==> src/rtl/desampling.sv <==
// desampling: rebuilds a frame from a sample list.
// The frame region is zero-filled first. Then each sample record
// {pixel index, pixel value} is merged into its 16-bit half of a packed
// frame word with a read-modify-write. Both SRAMs are driven directly.
// SRAM strobes and addresses are decoded combinationally from the state
// and from the latched record. done/err are registered flags.
module desampling #(
    parameter int AW = 14,
    parameter int DW = 32,
    parameter int PW = 16
) (
    input  logic          clk,
    input  logic          rst,
    input  logic          enable,
    input  logic [AW-1:0] sample_count,
    input  logic [AW-1:0] frame_words,
    output logic          done,
    output logic          err,
    output logic          sload,
    output logic [AW-1:0] saddr,
    input  logic [DW-1:0] sdata,
    output logic          fload,
    output logic          fstore,
    output logic [AW-1:0] faddr,
    input  logic [DW-1:0] fdata_in,
    output logic [DW-1:0] fdata_out
);

    // Pixel lanes per word, and the index bits that select a lane.
    localparam int LANES = DW / PW;
    localparam int LB    = $clog2(LANES);
    // The index field fills the upper half of a sample record.
    localparam int IW    = DW - PW;

    localparam logic [AW-1:0] ONE = AW'(1);

    typedef enum logic [2:0] {
        IDLE,
        CLEAR,
        RD_S,
        RD_F,
        WR_F,
        FIN
    } state_t;

    state_t        state_reg, state_next;
    logic [AW-1:0] fw_reg, fw_next;
    logic [AW-1:0] sc_reg, sc_next;
    logic [AW-1:0] i_reg, i_next;
    logic [AW-1:0] j_reg, j_next;
    logic [IW-1:0] idx_reg, idx_next;
    logic [PW-1:0] val_reg, val_next;
    logic          done_reg, done_next;
    logic          err_reg, err_next;

    // Word index of the incoming sample record, at full width.
    // The range check uses all of its bits; truncation to AW bits happens
    // only when the address is driven.
    logic [IW-LB-1:0] sword;
    logic             in_range;
    logic [DW-1:0]    merged;

    assign sword    = sdata[DW-1:PW+LB];
    assign in_range = (32'(sword) < 32'(fw_reg));

    // Merge the latched pixel into its lane; the other lanes keep the
    // word just read from the frame SRAM.
    genvar gi;
    generate
        for (gi = 0; gi < LANES; gi++) begin : g_lane
            assign merged[gi*PW +: PW] = (idx_reg[LB-1:0] == LB'(gi))
                                         ? val_reg
                                         : fdata_in[gi*PW +: PW];
        end
    endgenerate

    assign done = done_reg;
    assign err  = err_reg;

    // State, latched job parameters, counters, latched record and flags.
    always_ff @(posedge clk or negedge rst) begin
        if (!rst) begin
            state_reg <= IDLE;
            fw_reg    <= '0;
            sc_reg    <= '0;
            i_reg     <= '0;
            j_reg     <= '0;
            idx_reg   <= '0;
            val_reg   <= '0;
            done_reg  <= 1'b0;
            err_reg   <= 1'b0;
        end else begin
            state_reg <= state_next;
            fw_reg    <= fw_next;
            sc_reg    <= sc_next;
            i_reg     <= i_next;
            j_reg     <= j_next;
            idx_reg   <= idx_next;
            val_reg   <= val_next;
            done_reg  <= done_next;
            err_reg   <= err_next;
        end
    end

    // Next-state logic and SRAM strobes; strobes are inactive by default.
    always_comb begin
        state_next = state_reg;
        fw_next    = fw_reg;
        sc_next    = sc_reg;
        i_next     = i_reg;
        j_next     = j_reg;
        idx_next   = idx_reg;
        val_next   = val_reg;
        done_next  = done_reg;
        err_next   = err_reg;
        sload      = 1'b0;
        saddr      = '0;
        fload      = 1'b0;
        fstore     = 1'b1;
        faddr      = '0;
        fdata_out  = '0;

        case (state_reg)
            IDLE: begin
                if (enable) begin
                    fw_next   = frame_words;
                    sc_next   = sample_count;
                    done_next = 1'b0;
                    err_next  = 1'b0;
                    i_next    = '0;
                    j_next    = '0;
                    if (frame_words != '0) begin
                        state_next = CLEAR;
                    end else if (sample_count != '0) begin
                        state_next = RD_S;
                    end else begin
                        state_next = FIN;
                    end
                end
            end

            CLEAR: begin
                faddr  = i_reg;
                fstore = 1'b0;
                if (i_reg == fw_reg - ONE) begin
                    state_next = (sc_reg != '0) ? RD_S : FIN;
                end else begin
                    i_next = i_reg + ONE;
                end
            end

            RD_S: begin
                saddr      = j_reg;
                sload      = 1'b1;
                state_next = RD_F;
            end

            RD_F: begin
                idx_next = sdata[DW-1:PW];
                val_next = sdata[PW-1:0];
                if (in_range) begin
                    faddr      = AW'(sword);
                    fload      = 1'b1;
                    state_next = WR_F;
                end else begin
                    err_next = 1'b1;
                    if (j_reg == sc_reg - ONE) begin
                        state_next = FIN;
                    end else begin
                        j_next     = j_reg + ONE;
                        state_next = RD_S;
                    end
                end
            end

            WR_F: begin
                faddr     = AW'(idx_reg >> LB);
                fstore    = 1'b0;
                fdata_out = merged;
                if (j_reg == sc_reg - ONE) begin
                    state_next = FIN;
                end else begin
                    j_next     = j_reg + ONE;
                    state_next = RD_S;
                end
            end

            FIN: begin
                done_next  = 1'b1;
                state_next = IDLE;
            end

            default: begin
                state_next = IDLE;
            end
        endcase
    end

endmodule

==> config.mk <==
export PLATFORM = sky130hd
export DESIGN_NAME = desampling
export DESIGN_NICKNAME = d
export VERILOG_FILES = /design/src/rtl/desampling.sv
export SDC_FILE = /design/constraint.sdc
export NUM_CORES = 1
export LEC_CHECK = 0
export ABC_AREA = 1
export CAP_MARGIN = 15
export CORE_UTILIZATION = 30
export CTS_CLUSTER_DIAMETER = 80
export DETAILED_ROUTE_END_ITERATION = 12
export PLACE_DENSITY = 0.62
export SKIP_LAST_GASP = 1
export SYNTH_ARGS = -nofsm -noshare
export SYNTH_HDL_FRONTEND = slang
export SYNTH_SLANG_ARGS = --single-unit
==> constraint.sdc <==
create_clock -name clk -period 1.92 [get_ports clk]
set_input_delay 0.384 -clock clk [delete_from_list [all_inputs] [get_ports clk]]
set_output_delay 0.384 -clock clk [all_outputs]
set_load 0.1 [all_outputs]
==> run summary, run 1 <==
The arrival time at the worst endpoint is 2.22 ns. The endpoint identified for the worst register-to-register timing path is i_reg[2]$_DFFE_PN0P_. The x dimension of the die was 149 microns; the post-CTS clock slew at the launch and capture registers of the worst setup and hold paths was 0.07 ns.

For this run, the detailed router's first-pass iteration total came to 5. On the critical path the largest part of the delay comes from buffers and inverters. Using the TritonRoute via totals, the vias-per-cell ratio works out to 4.80. Power spread over the standard cell area amounts to 1200 nW/um^2. The relative area change from synthesis to final layout came out at 81.7%. The logs give 35.5% for the part of the Yosys area used for sequential elements and 0 for the initial antenna violation count.

For this design the static power due to leakage is 5.09 nW. TritonCTS built the clock tree. Across the VDD grid, the largest voltage drop is 554 uV. Yosys attributes the largest share of cell area to dfrtp_1 (35%), nand2_1 (20%), inv_1 (5.1%).

The number of register bits inferred by synthesis is 92, and the average size of a mapped cell is 6.74 sq um. The run gives 160 as the I/O pin total. Of the cells placed in the final design, the portion with a size suffix greater than 1 is 33.1%. For this run, the slowest stage of the critical path takes 0.43 ns. Along the worst path, the maximum fanout reaches 5. For the cell count after synthesis, the log shows 963. Setup repair after global routing could not meet its margin everywhere. Input and output buffers added on the ports amount to 159. For the worst-skew pair, the clock arrives at the later sink with an insertion delay of 0.35 ns. The slack of the worst reg-to-reg path was -0.35 ns. Data on the critical path is required at its endpoint by 1.54 ns. The minimum clock period is 2.60 ns.

0 antenna diodes ended up in the layout. The relative slew slack was 65.4%. The run finished, with violations left.

The logs give 7072 for the number of global-route vias before repair and 0 for the max-capacitance violation count. The y dimension of the die is 149 microns. The yosys synthesis warning count was 0. The checks that failed: setup timing.

The placeable core region is 21100 sq um, and the layout net count is 1370. The post-layout worst setup margin was -0.681 ns; the overflow left after global routing was 0. Walking the worst path, the cells encountered are clkdlybuf4s50_1 > ha_1 > nand2_1 > nor2_1 > nand2_1 > o211ai_1 > nand2_1 > nand2_4 > buf_6 > inv_2 > nand2_2 > clkinvlp_4 > buf_12. The number of flip-flops in the largest register is 16, and the initial detailed-routing violation count is 402. Reg-to-reg startpoint: fw_reg[1]$_DFFE_PN0P_. The total routing resource utilization after global routing was 21.1%; the maximum number of pins on one net before global-route repair was 93. Most common library cell in the layout ignoring fill and taps: nand2_1. The count of endpoints failing hold in the final timing report was 0; the total clock sinks was 92.

After routing, the total negative slack on setup checks comes to -29.54 ns. The run gives 36.7 mm as the wire length of the first global-routing pass. The flip-flop cell with the highest count after synthesis is dfrtp_1. For the worst flop-to-flop path, the logic depth is 14.

In the routed design, unresolved DRC markers number 0. Timing would allow up to 0.384 GHz. Summing over every cut layer, the via total after detailed routing is 7379. The tools report the final count of pins violating max slew as 0. After synthesis, the largest area contributor takes up 35.5% of total cell area. At the end of routability-driven placement, the weighted congestion stood at 0.912. Once detail routing completed, the nets flagged for antenna violations numbered 0.

The final layout contains routed wiring with a total length of 23.1 mm. The most repeated library cell on the critical path is nand2_1. The tools report the library cell used as clock root buffer as clkbuf_16.

For the H-tree level count, the log shows 3. Dividing the detail-routed wire length by the instance count gives 15.0 microns. STA classifies the critical path startpoint as an input port. The async set-or-reset flop fraction in the synthesized netlist is 100%. The run gives 1879 as the total of fill cells in the finished design. The logs give 0.00732 ns for the final setup skew and 2 for the maximum root-to-sink buffer count. The die covers 22200 sq um.

The standard-cell row count is 53, and the depth of the critical timing path with buffers and inverters included is 13. The worst setup path category was input port to output port. Counting both buffers and inverters, the worst setup path holds a total of 5. Setup violations remaining at the end of the flow were counted as 94.

The library cells used most frequently in the layout, excluding fill and tap cells, are nand2_1 (322), buf_4 (130), dfrtp_1 (90), clkdlybuf4s50_1 (87), buf_12 (77). The synthesized netlist contains 41 unique library cells. After synthesis the cells add up to 6490 sq um.

Among all stages on the critical path, the largest delay is contributed by clkdlybuf4s50_1. After layout, the worst path uses 135% of the clock period. The worst setup path is captured at an output port.

Prior to clock tree synthesis, the placed netlist has a worst setup slack of -0.752 ns. The number of flops mapped to enable cells by yosys works out to 0. Cell type with the largest total area after synthesis: dfrtp_1. At the pin with the least slew margin, the transition time is 0.519 ns.

The tools report the starting density of the core as 30.8%. The run gives 9 as the number of CTS-inserted buffers. The worst hold-check path type was input port to async pin. Detailed placement finished with a half-perimeter wire length of 17.0 mm. For the net count after synthesis, the log shows 1075.
## cell families (layout without fill, tap and decap cells)
logic type      after synthesis  after routing  share of synthesized area [%]
xor+xnor                     37             37                           5.42
simple gates                557            559                           36.7
fa+ha+maj                    17             17                           3.28
buf+inv                     141            439                           8.65
compound gates              119            119                           10.4
flops                        92             92                           35.5
## per-stage QoR
stage,total power [mW],hold slack [ns],instances,cell area [sq um],util (%)
floorplan,8.34,0.0884,963,7460,-
global placement,11.2,0.455,1489,10800,51.4
detailed placement,11.3,0.465,1489,10800,51.4
CTS,13.6,0.102,1531,11500,54.4
global route,15.2,0.121,1538,11800,55.9
finish,14.2,0.0711,1538,11800,55.9
## cell usage after synthesis, drive strengths merged (2+ instances only)
| cell | instances |
|---|---|
| a21oi | 49 |
| buf | 11 |
| clkbuf | 30 |
| clkinv | 3 |
| dfrtp | 92 |
| ha | 17 |
| inv | 97 |
| nand2 | 357 |
| nand3 | 49 |
| nand3b | 2 |
| nand4 | 26 |
| nor2 | 97 |
| nor3 | 16 |
| nor3b | 2 |
| nor4 | 6 |
| o21ai | 49 |
| o21bai | 3 |
| o221ai | 14 |
| or2 | 2 |
| xnor2 | 11 |
| xnor3 | 2 |
| xor2 | 24 |
## how the worst max path moves through the flow
stage / end / slack (ns) / startpoint
4_1_cts: faddr[6] / -0.67 / fw_reg[2]$_DFFE_PN0P_
2_1_floorplan: saddr[10] / -0.71 / state_reg[1]$_DFFE_PN0P_
6_report: fload / -0.68 / sdata[20]
5_1_grt: faddr[6] / -0.76 / fw_reg[2]$_DFFE_PN0P_
3_3_place_gp: faddr[0] / -0.74 / sdata[19]
3_5_place_dp: faddr[0] / -0.75 / sdata[19]
## worst register-to-register path, stage by stage, from the launching register on
cell     delay [ns]
dfrtp_1        0.39
inv_2          0.09
buf_6          0.11
ha_4           0.15
inv_2          0.04
nand2_2        0.06
nand2_2        0.05
xor2_1         0.14
nor3_1         0.23
nand4_1        0.23
o21ai_4        0.30
buf_6          0.14
buf_8          0.12
nand3_1        0.07
nand2_1        0.08
## cell type report
type | instances | area, sq um | area share, %
clock buffers | 10 | 239 | 2.03
clock inverters | 6 | 38.8 | 0.329
inverters | 100 | 417 | 3.53
multi-input cells | 732 | 4710 | 39.9
flip-flops and latches | 92 | 2300 | 19.5
well taps | 275 | 344 | 2.92
repair buffers | 321 | 3730 | 31.6
repair inverters | 2 | 15.0 | 0.127
## report_power, final
group          internal, mW  switching (mW)  total (mW)
combinational          3.75            5.55        9.30
clock                 0.912           0.807        1.72
sequential             2.63           0.523        3.15
## per-layer routing
metal	part of all wire, %	up-vias	wire length, microns	track usage (%)
met1	46	3440	10600	29.6
li1	-	3688	-	-
met5	0	-	0	0
met3	5.4	28	1250	2.75
met2	47	223	10800	33.5
met4	1.8	0	418	6.89
## repair_timing
item | CTS | global route
pin swaps | 25 | 38
endpoints found under the setup margin | 92 | 111
setup buffers | 19 | 13
gates resized for setup | 43 | 70
hold buffers | 0 | 0
gates cloned | 7 | 0
No activity file was read; power rests on OpenSTA's default activity.
==> run 2, diff against run 1 <==
Settings changed: GPL_ROUTABILITY_DRIVEN from default to 0.
==> results of run 2 <==
Final layout, timing and power as in run 1 (identical DEF).
==> run 3, diff against run 2 <==
Settings changed: DONT_BUFFER_PORTS from default to 1, PLACE_DENSITY 0.62 to 0.52.
==> run 3 against run 2 <==
  * The run ends with hold timing, setup timing left
  * Maximum frequency is 1.3% higher
  * Register-to-register slack better by 0.04 ns
  * Critical path depth fell by 2
  * Count of clock-buffer cells in the layout is 3 higher
  * Non-clock buffer count down 121
  * Combinational power decreased by 2%
  * Largest cell class unchanged
  * Clock power increased by 9%
  * Final cell count shrank 8.0%
  * Die area unchanged
  * Clock skew up 0.0023 ns
  * Power about the same
==> run summary, run 3 (synthesis results as in run 1) <==
The flow ran to the end, but the final reports show violations. The final reports fail on hold timing, setup timing. The max-capacitance violation count was 0; the DRC violation count after routing was 0. After detailed routing, the number of vias per cell comes to 4.87. The overflow left after global routing is 0. The number of antenna diodes is 0.

Buffers inserted during clock tree synthesis total 9. The run gives 20.8% as the total routing resource utilization after global routing. The worst slack on hold paths is -0.278 ns. In the layout the commonest cells are nand2_1 (310), buf_4 (106), dfrtp_1 (90), buf_12 (76), inv_1 (73).

The layout net count was 1247; the maximum number of pins on one net before global-route repair was 93. Fill cells in the final layout number 1969. The internal power of the cells totals 7.35 mW.

The logs give 355 for the initial detailed-routing violation count and 14.2 mW for the total power after layout. The power density over cell area was 1310 nW/um^2. In this run the cell area measured after placement is 9720 sq um. The worst ir drop on vdd is 673 uV, and the remaining antenna violation count after routing is 0. The floorplan has 53 rows. The placeable core region came out at 21100 sq um.

The tools report the first-pass detailed-route iteration total as 5. The logs give 4.63 nW for the reported leakage power and 3 for the H-tree level count. Headroom to the max-slew limit came out at 78.2%.

The fraction of power spent switching nets is 48.2%. The arrival time at the worst endpoint is 2.18 ns, and the total setup violations reported at the end of the flow is 93. The reg-to-reg startpoint was fw_reg[1]$_DFFE_PN0P_. STA puts the critical path data required time at 1.54 ns. The post-layout worst setup margin is -0.647 ns.

The tools report the wire length of the first global-routing pass as 36.3 mm. The worst setup path startpoint is fw_reg[2]$_DFFE_PN0P_. Counting I/O delays and the setup requirement, the final critical path takes 2.57 ns. The die is 149 microns wide. At the later pin of the worst-skew pair, clock insertion delay measures 0.35 ns. The relative contribution of the clock network to total power was 13.2%; the y dimension of the die was 149 microns.

The worst hold-check path type is input port to async pin. The slew at the pin with the worst max-slew slack is 0.323 ns, and the area of the die is 22200 sq um. The worst setup path is of the flop to output port kind.

The final design instance area without fill was 10800 sq um. Initial antenna violation count: 0. The library cell used most frequently in the layout, excluding fill and tap cells, is nand2_1. Setup repair after global routing could not meet its margin everywhere. The run gives 0 as the final count of pins violating max slew. Launching element type of the critical path: a flop.

The wire length after detailed routing is 22.4 mm. The worst setup path is captured at an output port. The share of the clock period used by the worst path after layout is 134%, and the detailed placement HPWL is 16.8 mm. Total via count in the routed design: 6890. After detailed routing, the average wire length per cell comes to 15.8 microns. The relative area change from synthesis to final layout is 66.4%.

The I/O pin total came out at 160. Of the total power, combinational logic draws 64.6%. After clock tree synthesis, the clock-pin slew on the worst setup and hold paths is 0.07 ns. Maximum root-to-sink buffer count: 2. TritonCTS built the clock tree.

The initial utilization of the core area, before any placement, comes to 30.8%. The register with the most flip-flops in the layout has 16 of them. Net switching power: 6.83 mW. The run gives 0.390 GHz as the peak clock frequency supported by timing.

The number of global-route vias before repair came out at 6766. The count of endpoints failing hold in the final timing report was 92; the maximum fanout count along the critical path was 7. Cells fill 51.2% of the core in the end.

The number of input and output port buffers inserted came out at 0. Cells with a size suffix above 1 make up 35.5% of the layout. Clock tree synthesis selected as its root buffer the cell clkbuf_16. Between clock sinks in the finished design, the worst skew comes to 0.00962 ns. The power share of the sequential group was 22.2%. Clock tree synthesis found a total of 92 sinks.
[run 3: metrics by stage]
| step | instances | setup TNS (ns) | setup WS [ns] |
|---|---|---|---|
| 2_1_floorplan | 963 | -17.56 | -0.705 |
| 3_3_place_gp | 1371 | -9.16 | -0.265 |
| 3_5_place_dp | 1371 | -9.96 | -0.286 |
| 4_1_cts | 1406 | -24.02 | -0.637 |
| 5_1_grt | 1415 | -36.66 | -0.750 |
| 6_report | 1415 | -26.90 | -0.647 |
[run 3: power by group through the flow]
stage | registers, mW | logic, mW | clock network, mW
floorplan | 3.23 | 5.11 | 0
finish | 3.15 | 9.16 | 1.87
CTS | 3.13 | 8.82 | 1.92
global route | 3.23 | 9.98 | 2.02
detailed placement | 3.16 | 7.79 | 0
global placement | 3.14 | 7.72 | 0
[run 3: layout make-up]
type,count,area [sq um],share of cell area [%]
multi-input combinational,732,4850,44.9
inverter,100,395,3.66
clock buffer,13,250,2.32
timing repair buffer,200,2610,24.2
clock inverter,3,46.3,0.429
tap,275,344,3.19
sequential,92,2300,21.3
[run 3: path summary, 6_finish.rpt]
kind,endpoint,slack [ns],cells after the start
min in group clk,val_reg[11]$_DFFE_PN0P_,0.15,2
max,faddr[7],-0.65,11
max in group asynchronous,state_reg[2]$_DFFE_PN0P_,2.00,0
min reg2reg,idx_reg[8]$_DFFE_PN0P_,0.48,2
min,fw_reg[0]$_DFFE_PN0P_,-0.28,0
max reg2reg,state_reg[2]$_DFFE_PN0P_,-0.31,14
[run 3: worst max-delay path, cell delays in order (launching register included)]
cell	delay, ns
dfrtp_1	0.39
inv_2	0.09
ha_4	0.20
a21oi_2	0.13
o21ai_2	0.06
nand2_1	0.06
o211ai_1	0.11
nand2_1	0.14
nand2_4	0.10
buf_12	0.16
o221ai_4	0.16
buf_12	0.21
[run 3: routing by layer]
layer	track usage, %	share of wire [%]
met2	32.6	46
met4	5.51	1.1
met5	0	0
met3	4.04	6.3
met1	29.2	47
[run 3: repair_timing]
action | CTS | global route
resized for setup | 86 | 40
gates cloned | 6 | 1
pin swaps | 55 | 32
buffers inserted | 17 | 14
endpoints found under the hold margin | 92 | 92
setup endpoints to repair | 93 | 98
==> RTL change (config.mk and constraints of run 3) <==
Set the parameter `AW` to 13 (it was 14).
--- a/src/rtl/desampling.sv
+++ b/src/rtl/desampling.sv
@@ -6,5 +6,5 @@
 // and from the latched record. done/err are registered flags.
 module desampling #(
-    parameter int AW = 14,
+    parameter int AW = 13,
     parameter int DW = 32,
     parameter int PW = 16
Ports: changed (resized faddr, frame_words, saddr and sample_count); port bits go from 160 to 156. No check against the original RTL was run, so the function may have changed too.
==> RTL change against run 3 <==
The flow still finishes with violations (hold timing, setup timing); total power decreased by 0.15%; sequential cell count decreased by 5; register-to-register slack improved by 0.12 ns; area after synthesis decreased by 3.8%; combinational power increased by 2%; non-clock buffer count increased by 6; setup slack got worse by 0.054 ns; count of clock-buffer cells in the layout decreased by 3; die area decreased by 3.8%; routed wire length increased by 0.96%; clock skew increased by 0.0022 ns; synthesized cell count decreased by 1.1%; final area decreased by 0.14%; critical path type unchanged; highest routed layer unchanged.
==> RTL change: results (changes against run 3) <==
| Metric | Value |
|---|---|
| Status | `complete, but fails checks (unchanged)` |
| Failing checks | `hold timing, setup timing (unchanged)` |
| First-pass GRT wire length | `34800 um (was 36300 um)` |
| Dpl cells | `1347 (was 1371)` |
| Syn_area_per_cell | `6.56 um^2 (was 6.74 um^2)` |
| CP arrival | `2.24 ns (was 2.18 ns)` |
| Worst setup margin | `-0.701 ns (was -0.647 ns)` |
| Routed via count | `6895 (was 6890)` |
| Final setup vio count | `88 (was 93)` |
| Worst slew pin tran | `0.412 ns (was 0.323 ns)` |
| Hold Slack | `-0.270 ns (was -0.278 ns)` |
| Async set-reset flop share out of synthesis | `100% (unchanged)` |
| Layout Skew | `0.0118 ns (was 0.00962 ns)` |
| Clock transition at the registers of the reported paths | `0.07 ns (about the same)` |
| VDD IR-drop max | `0.000691 V (was 0.000673 V)` |
| Final hold vios | `87 (was 92)` |
| Fraction of layout cells with a size suffix above 1 | `37.9% (was 35.5%)` |
| Static Leak | `4.67 nW (was 4.63 nW)` |
| Max FFs per register | `16 (unchanged)` |
| CP delay by family, top | `simple AND/OR/NAND/NOR gates (was buffers and inverters)` |
| H-tree depth | `3 (unchanged)` |
| Largest net degree at the start of global routing | `88 (was 93)` |
| CTS root buf | `clkbuf_16 (unchanged)` |
| Setup WS pre-CTS | `-0.353 ns (was -0.286 ns)` |
| Pins over their slew limit | `0 (unchanged)` |
| DR iter-0 viols | `386 (was 355)` |
| Via/cell ratio | `4.90 (was 4.87)` |
| Nets | `1240 (was 1247)` |
| Ranking of synthesized cells by area | `dfrtp_1 35%, nand2_1 20%, inv_1 6.4% (was dfrtp_1 35%, nand2_1 20%, inv_1 5.1%)` |
| Antenna Cells | `0 (unchanged)` |
| Vias in the first global route | `6546 (was 6766)` |
| Synth cell count leaders | `334 x nand2_1, 106 x inv_1, 91 x nor2_1 (was 354 x nand2_1, 92 x dfrtp_1, 88 x inv_1, 88 x nor2_1, 49 x a21oi_1)` |
| Clock tree buffer depth | `2 (unchanged)` |
| DPL Wire Length | `16100 um (was 16800 um)` |
| Total GRT Usage | `20.7% (was 20.8%)` |
| Post-synth cell types | `34 (was 41)` |
| Fill count | `1831 (was 1969)` |
| Critical Path Fanout Max | `6 (was 7)` |
| Register area share after synthesis | `34.9% (was 35.5%)` |
| Synth warn | `0 (unchanged)` |
| Most common flop cell mapped by yosys | `dfrtp_1 (unchanged)` |
| Post-synth net total | `1061 (was 1075)` |
| Routed wire length | `22600 um (was 22400 um)` |
==> RTL change: cell count changes after synthesis, sizes merged, moves of 3 or more <==
cell / run 3 / this run
nand2: 357 / 342
inv: 97 / 110
o21ai: 49 / 62
nand3: 49 / 42
clkbuf: 30 / 24
nor3: 16 / 22
dfrtp: 92 / 87
buf: 11 / 15
xnor2: 11 / 7
xor2: 24 / 28
a21oi: 49 / 46
o21bai: 3 / 0
==> RTL change: logic make-up after synthesis <==
kind of cell | share of synthesized area, %
simple gates | 36.4
fa+ha+maj | 3.21
compound gates | 10.8
flops | 34.9
buf+inv | 9.48
xor+xnor | 5.27
==> RTL change: final timing paths <==
check / endpoint / slack, ns / cells past startpoint / start
max: faddr[12] / -0.70 / 11 / fw_reg[4]
max reg2reg: j_reg[4] / -0.19 / 13 / fw_reg[10]
max in group asynchronous: sc_reg[3] / 2.03 / 0 / rst
min in group clk: val_reg[14] / 0.14 / 2 / sdata[14]
min: j_reg[3] / -0.27 / 0 / rst
min reg2reg: val_reg[0] / 0.50 / 2 / val_reg[0]
==> RTL change: report_power, final <==
part / internal, mW / switching, mW / total (mW)
Sequential: 2.49 / 0.542 / 3.03
Combinational: 3.89 / 5.42 / 9.32
Clock: 1.02 / 0.790 / 1.81
==> RTL change: layer usage <==
| layer | track usage [%] | wire length [um] | vias up |
|---|---|---|---|
| met2 | 33.9 | 11000 | 190 |
| li1 | - | - | 3418 |
| met4 | 6.09 | 403 | 0 |
| met5 | 0 | 0 | - |
| met1 | 27.3 | 9920 | 3255 |
| met3 | 4.41 | 1270 | 32 |
==> RTL change: per-stage QoR <==
stage	cell area, um^2	power [mW]	setup TNS, ns	hold WS, ns
floorplan	7100	7.67	-15.24	0.0884
detailed placement	9210	10.1	-9.46	0.0943
global placement	9210	10.0	-8.65	0.0938
CTS	10000	12.7	-27.04	-0.287
global route	10800	15.2	-31.90	-0.284
finish	10800	14.2	-23.92	-0.270
==> RTL change: what timing repair did <==
action                                  in CTS  in global routing
pin swaps                                   14                 64
gates resized for setup                     59                165
setup buffers                               20                 19
cloned                                       8                  6
endpoints found under the hold margin       87                 87
endpoints found under the setup margin      90                117
==> RTL change: layout make-up <==
cell class	instances	area, um^2	area share [%]
clock inverter	6	67.6	0.626
timing repair inverter	1	20.0	0.186
inverter	111	438	4.06
timing repair buffer	206	2720	25.2
clock buffer	10	229	2.12
sequential	87	2180	20.2
multi-input combinational	715	4800	44.5
tap	270	338	3.13
